[src/rtl/hazard_ctrl.sv]
// Pipeline hazard controller: load-use, branch-operand and multiply/divide stalls, plus branch flush.
// Optional HAZARD_PERF_CNT_EN adds a 32-bit stall_cnt output counting stalled cycles.
module hazard_ctrl #(
  parameter int unsigned MUL_LAT = 4,
  parameter int unsigned DIV_LAT = 32
) (
  input  logic       clk,
  input  logic       rst_n,
  input  logic [4:0] if_id_rs,
  input  logic [4:0] if_id_rt,
  input  logic       id_uses_rs,
  input  logic       id_uses_rt,
  input  logic       id_branch,
  input  logic       id_store,
  input  logic       id_mfhilo,
  input  logic       id_md,
  input  logic       branch_taken,
  input  logic       id_ex_regwrite,
  input  logic       id_ex_memread,
  input  logic [4:0] id_ex_rd,
  input  logic       ex_mem_memread,
  input  logic [4:0] ex_mem_rd,
  input  logic       ex_md_start,
  input  logic       ex_md_div,
  output logic       pc_write,
  output logic       if_id_write,
  output logic       id_ex_flush,
  output logic       if_id_flush,
  output logic       md_busy,
  output logic       md_done
`ifdef HAZARD_PERF_CNT_EN
  ,
  output logic [31:0] stall_cnt
`endif
);

  typedef enum logic [1:0] {IDLE, BUSY, DONE} md_state_t;

  localparam logic [5:0] MUL_LOAD = 6'(MUL_LAT - 1);
  localparam logic [5:0] DIV_LOAD = 6'(DIV_LAT - 1);

  md_state_t  state;
  logic [5:0] count;

  logic rs_ex, rt_ex, rs_mem, rt_mem;
  logic load_use, br_haz, md_haz, stall;

  // NOTE: always_comb uses blocking assignments; every output gets a value on every path, so no latch.
  always_comb begin
    rs_ex  = id_uses_rs && (id_ex_rd  != 5'd0) && (id_ex_rd  == if_id_rs);
    rt_ex  = id_uses_rt && (id_ex_rd  != 5'd0) && (id_ex_rd  == if_id_rt);
    rs_mem = id_uses_rs && (ex_mem_rd != 5'd0) && (ex_mem_rd == if_id_rs);
    rt_mem = id_uses_rt && (ex_mem_rd != 5'd0) && (ex_mem_rd == if_id_rt);

    // Store data on rt is forwarded in MEM, so only the rs match stalls a store.
    load_use = id_ex_memread && (rs_ex || (rt_ex && !id_store));
    br_haz   = id_branch && ((id_ex_regwrite && (rs_ex || rt_ex)) ||
                             (ex_mem_memread && (rs_mem || rt_mem)));
    md_haz   = (id_mfhilo || id_md) && ((state != IDLE) || ex_md_start);
    stall    = load_use || br_haz || md_haz;
  end

  assign pc_write    = !stall;
  assign if_id_write = !stall;
  assign id_ex_flush = stall;
  assign if_id_flush = id_branch && branch_taken && !stall;

  // NOTE: sequential state uses non-blocking assignments so every register samples pre-edge values.
  always_ff @(posedge clk or negedge rst_n) begin
    if (!rst_n) begin
      state   <= IDLE;
      count   <= 6'd0;
      md_busy <= 1'b0;
      md_done <= 1'b0;
    end else begin
      case (state)
        IDLE: begin
          if (ex_md_start) begin
            count   <= ex_md_div ? DIV_LOAD : MUL_LOAD;
            state   <= BUSY;
            md_busy <= 1'b1;
          end
        end
        BUSY: begin
          if (count == 6'd0) begin
            state   <= DONE;
            md_busy <= 1'b0;
            md_done <= 1'b1;
          end else begin
            count <= count - 6'd1;
          end
        end
        DONE: begin
          md_done <= 1'b0;
          if (ex_md_start) begin
            count   <= ex_md_div ? DIV_LOAD : MUL_LOAD;
            state   <= BUSY;
            md_busy <= 1'b1;
          end else begin
            state <= IDLE;
          end
        end
        default: begin
          state   <= IDLE;
          md_busy <= 1'b0;
          md_done <= 1'b0;
        end
      endcase
    end
  end

`ifdef HAZARD_PERF_CNT_EN
  always_ff @(posedge clk or negedge rst_n) begin
    if (!rst_n)     stall_cnt <= 32'd0;
    else if (stall) stall_cnt <= stall_cnt + 32'd1;
  end
`endif

endmodule

[config.mk]
export PLATFORM = sky130hd
export DESIGN_NAME = hazard_ctrl
export DESIGN_NICKNAME = d
export VERILOG_FILES = /design/src/rtl/hazard_ctrl.sv
export SDC_FILE = /design/constraint.sdc
export NUM_CORES = 1
export LEC_CHECK = 0
export BUFFER_PORTS_ARGS = -buffer_cell sky130_fd_sc_hd__buf_2
export CORE_ASPECT_RATIO = 1.1
export CORE_UTILIZATION = 45
export CTS_CLUSTER_SIZE = 10
export DETAILED_ROUTE_END_ITERATION = 7
export GPL_TIMING_DRIVEN = 0
export PLACE_DENSITY = 0.78
export SYNTH_ARGS = -nofsm -noshare
export SYNTH_HDL_FRONTEND = slang
export SYNTH_SLANG_ARGS = --single-unit
[constraint.sdc]
create_clock -name clk -period 1.77 [get_ports clk]
set_input_delay 0.0885 -clock clk [delete_from_list [all_inputs] [get_ports clk]]
set_output_delay 0.0885 -clock clk [all_outputs]
set_load 0.05 [all_outputs]
# After elaboration in Yosys (flattened, before gate mapping)
# Index checks and enable logic that the tools add are counted.
# op_classes
bitwise_logic,1
n_eq_ne,10
muxes,13
addsub,1
n_reduce_logical,37
# ops
op,count
equality test 5 bit,4
logical AND 1 bit,16
two-way mux 6 bit,2
case mux 6 bit (2 select lines),1
nonzero test 5 bit,2
logical OR 1 bit,8
logical NOT 6 bit,1
"inequality test 2 bit, second input constant",3
case mux 2 bit (3 select lines),1
AND reduction 2 bit,3
"subtractor 6 x 1 -> 6 bit, second input constant",1
two-way mux 5 bit,1
two-way mux 1 bit,4
two-way mux 2 bit,2
case mux 1 bit (2 select lines),2
nonzero test 2 bit,2
AND reduction 3 bit,1
"equality test 2 x 1 -> 1 bit, second input constant",1
"equality test 2 bit, second input constant",1
logical NOT 1 bit,2
logical NOT 2 bit,1
"inequality test 2 x 1 -> 1 bit, second input constant",1
OR reduction 2 bit,1
inverter 1 bit,1
# totals
word_cells,66
out_inout_bits,6
in_bits,34
reg_bits,10

# Depth between registers and ports, before layout
# logic_depth
ltp_word,11
ltp_mapped,7
mapped_depth_nobuf,7

# Worst setup path after synthesis
# OpenSTA, ideal clock, no wires.
# synth_path
path_type,input-to-output
start,in id_ex_rd[1]
end,out pc_write
arrival_ps,1851
stages,6
n_path_buf,1
path_slack_ps,-169
required_ps,1681
path_cell_list,or4_1 > nor2_1 > nor4_1 > a221oi_2 > o211a_1 > buf_4
# synth_via
elab_chain_len,10
elab_cells_between_ends,17
cone_classes,eq/ne: 2; reduce/logical: 15
# synth_lines
item,line_no,text
start: declaration,20,"input logic [4:0] id_ex_rd,"
nonzero test 5 bit,"50, 51",
"logical AND 1 bit, on equally long branches (2 in a row)","50, 51",
logical OR 1 bit,57,br_haz = id_branch && ((id_ex_regwrite && (rs_ex || rt_ex)) ||
logical AND 1 bit,57,
logical OR 1 bit,57,
logical AND 1 bit,57,
logical OR 1 bit * (2 in a row),60,stall = load_use || br_haz || md_haz;
logical NOT 1 bit *,--,
end: declaration,25,"output logic pc_write,"
# Every way passes the cells marked *; elsewhere a longest branch is shown, timed or not.

# Worst setup path after layout
# layout_path
start,in id_ex_rd[2]
end,out pc_write
# layout_via
elab_chain_len,10
elab_cells_between_ends,17
cone_classes,eq/ne: 2; reduce/logical: 15
# layout_lines
item,line_no,text
nonzero test 5 bit,"50, 51",
"logical AND 1 bit, on equally long branches (2 in a row)","50, 51",
logical OR 1 bit,57,
logical AND 1 bit,57,
logical OR 1 bit,57,
logical AND 1 bit,57,
logical OR 1 bit * (2 in a row),60,
logical NOT 1 bit *,63,assign pc_write = !stall;
# Marked as above.

==> out/metrics.json <==
{
  "status": {
    "outcome": "complete, but fails checks",
    "failed_checks": "negative setup slack"
  },
  "place": {
    "dp_hpwl_um": 1666,
    "place_congestion": 0.8353,
    "placement.io_buffers": 39,
    "placed_cells_incl_taps": 153
  },
  "critical_path": {
    "reg2reg_slack_ps": 130,
    "setup.worst_path.end_class": "primary output",
    "cp_data_required_time_ps": 1680,
    "worst_r2r_endpoint": "count[4]",
    "timing.reg2reg.worst_path_depth": 7,
    "max_fanout_on_critical_path": 3,
    "critical_r2r_launch": "count[1]",
    "critical_path.startpoint_type": "input port",
    "critPathArrivalTime_ps": 1710,
    "worstSetupPathType": "input port to primary output"
  },
  "grt": {
    "globalRoute.totalOverflow": 0,
    "gr_busiest_metal": "met2",
    "grt_antenna_before_repair": 0,
    "grt_use_met1": 0.2611,
    "grt_max_degree": 11,
    "groute.layer.met2.usage": 0.4358,
    "grt_first_pass_wirelength_um": 3456,
    "grt.met3_usage": 0.03462,
    "global_route.usage.total": 0.2262,
    "first_global_vias": 825
  },
  "timing": {
    "final.min_clock_period_ps": 1802,
    "slew_headroom": 0.7080,
    "grt_setup_unrepaired": "true",
    "setup-violations-final": 3,
    "worst_slack_ps": -31.95,
    "maxClockFrequency_ghz": 0.5550,
    "final_max_slew_viol_count": 0,
    "worst_margin_slew_ps": 434.3,
    "hold_vio_cnt_final": 0,
    "timing.clock.skew_ps": 6.449,
    "fin_crit_sh": 1.018
  },
  "clocking": {
    "cts_htree_levels": 1,
    "numCtsBuffers": 3,
    "worst_skew_pair.late_latency_ps": 260,
    "cts.path.max_buffers": 2,
    "count_of_clock_tree_sinks": 10,
    "cts-root-buf": "clkbuf_4",
    "cts.reportedPaths.clkPinSlew_ps": 70,
    "tritoncts": "yes"
  },
  "floorplan": {
    "chipHeight_um": 47.30,
    "io-pin-count": 40,
    "placementRows": 16,
    "fp.coreArea_mm2": 0.001762,
    "die_w_um": 43.19,
    "die_area_mm2": 0.002043,
    "initial_utilization": 0.4766
  },
  "final_layout": {
    "mostFrequentLayoutCells": "buf_2 (34), xor2_1 (12), buf_4 (11)",
    "multiInputGateArea_um2": 628.1,
    "layout_commonest_cell": "buf_2",
    "instances_no_fill": 167,
    "layout.nets": 186,
    "area_growth_pct": 54.25,
    "sequential_cell_area_um2": 251.5,
    "antennaDiodeCount": 0,
    "fill_cells": 135,
    "layout-drive-gt1-share": 0.4362
  },
  "synth": {
    "yosysUniqueCellTypes": 29,
    "synth_enable_flop_cells": 0,
    "postSynthNetCount": 132,
    "synth.yosys.warnings": 0,
    "synthArstFlopShare": 1.000,
    "synthTopCellsByArea": "dfrtp_1 (30%), xor2_1 (13%), xnor2_1 (9.4%), o211ai_1 (3.6%), inv_1 (3.1%)",
    "yosysSeqAreaShare": 0.2981,
    "synth.avg_cell_area_um2": 8.745,
    "yosys.area.top_type_share": 0.2981,
    "ys_ff_latch": 10,
    "synth.cell_area_um2": 839.6,
    "yosysTopAreaCell": "dfrtp_1",
    "synth_ff_type": "dfrtp_1",
    "post_synth_inst_count": 96
  },
  "job": {
    "maxcap_viol_count": 0
  },
  "detailed_routing": {
    "drc_errors": 0,
    "initialDrtViolationCount": 20,
    "routed_wl_um": 2394,
    "drt-pass1-iter-count": 4,
    "viasPerCell": 5.581,
    "drt.antenna.violating_nets": 0,
    "detailroute.via_count": 932,
    "wire_per_inst_um": 14.34
  },
  "power_and_ir_drop": {
    "standby_leakage_power_nw": 0.5790,
    "totalPowerFinal_mw": 1.451,
    "power-per-cell-area_mw_per_mm2": 1120,
    "irDropWorstVdd_mv": 0.8474
  },
  "hold_path": {
    "cell_depth_of_the_worst_hold_path": 3,
    "hold_path_end": "count[4]",
    "min_path_type": "input port to flip-flop",
    "worstHoldStart": "ex_md_div"
  }
}
through the flow:
step / hold WS, ps / util / setup TNS, ps / setup WS, ps / area (um^2)
floorplan: -207.1 / - / 0 / 2.993 / 847.1
global placement: -42.43 / 0.6044 / -519.7 / -192.9 / 1065
detailed placement: -44.26 / 0.6044 / -659.0 / -215.0 / 1065
CTS: 182.9 / 0.6967 / -68.27 / -38.99 / 1227
global route: 227.3 / 0.7351 / -327.9 / -104.0 / 1295
finish: 193.0 / 0.7351 / -59.93 / -31.95 / 1295
worst max-delay path by stage:
stage	startpoint	end	slack [ps]	cells past startpoint
floorplan	id_ex_rd[1]	if_id_flush	3	5
global placement	id_ex_rd[1]	pc_write	-190	8
detailed placement	id_ex_rd[1]	pc_write	-210	8
CTS	id_ex_rd[4]	pc_write	-40	8
global route	id_ex_rd[2]	if_id_flush	-100	7
finish	id_ex_rd[2]	pc_write	-30	8
logic make-up (layout without fill, tap and decap cells):
group	count (synthesis)	after routing	share of synthesized area
and+or+nand+nor	31	31	0.2012
AOI/OAI and AO/OA	23	23	0.2057
xor gates and xnor gates	21	21	0.2191
DFF	10	10	0.2981
buffers and inverters	9	62	0.04620
adders and majority gates	2	2	0.02980
where the power goes:
group	total, mW	internal (mW)	leakage, nW	switching, mW
Clock	0.200	0.125	0.0210	0.0755
Combinational	0.846	0.377	0.439	0.469
Sequential	0.405	0.327	0.119	0.0783
layout make-up:
cell class                 count  share of cell area
inverter                       7             0.02029
buffer                         1            0.008696
timing repair buffer          50              0.2464
sequential                    10              0.1942
multi-input combinational     77              0.4850
clock buffer                   4             0.02802
tap                           18             0.01739
metal layers:
metal	wire, um	vias up
li1	-	454
met1	890	430
met2	1303	44
met3	172	4
met4	27	0
met5	0	-
worst max-delay path, stage by stage:
cell and delay, ps:
buf_8 100, or4_4 540, nor2_4 140, nor4_4 80, a221oi_4 330, o211a_4 210, buf_6 90, buf_8 130
timing repair:
item | 4_1_cts | 5_1_grt
hold buffers | 1 | 0
endpoints found under the setup margin | 7 | 5
resized for setup | 22 | 4
setup buffers | 4 | 6
pin swaps | 5 | 7
endpoints found under the hold margin | 10 | 0
cells in the mapped netlist (3+ instances only):
cell type / count
xor2_1: 12
nand2_1: 3
xnor2_1: 9
inv_1: 7
o211ai_1: 4
nor2_1: 7
dfrtp_1: 10
o21ai_0: 4
a21oi_1: 5
nor4_1: 4
nor3_1: 4
nand3_1: 3
o22a_1: 3
nand4_1: 3
state kept, by name, summed over array words and instances (netlist names):
| signal | cells |
|---|---|
| count | 6 |
| md_done | 1 |
| state | 2 |
| md_busy | 1 |
No activity file was read; power rests on OpenSTA's default activity.
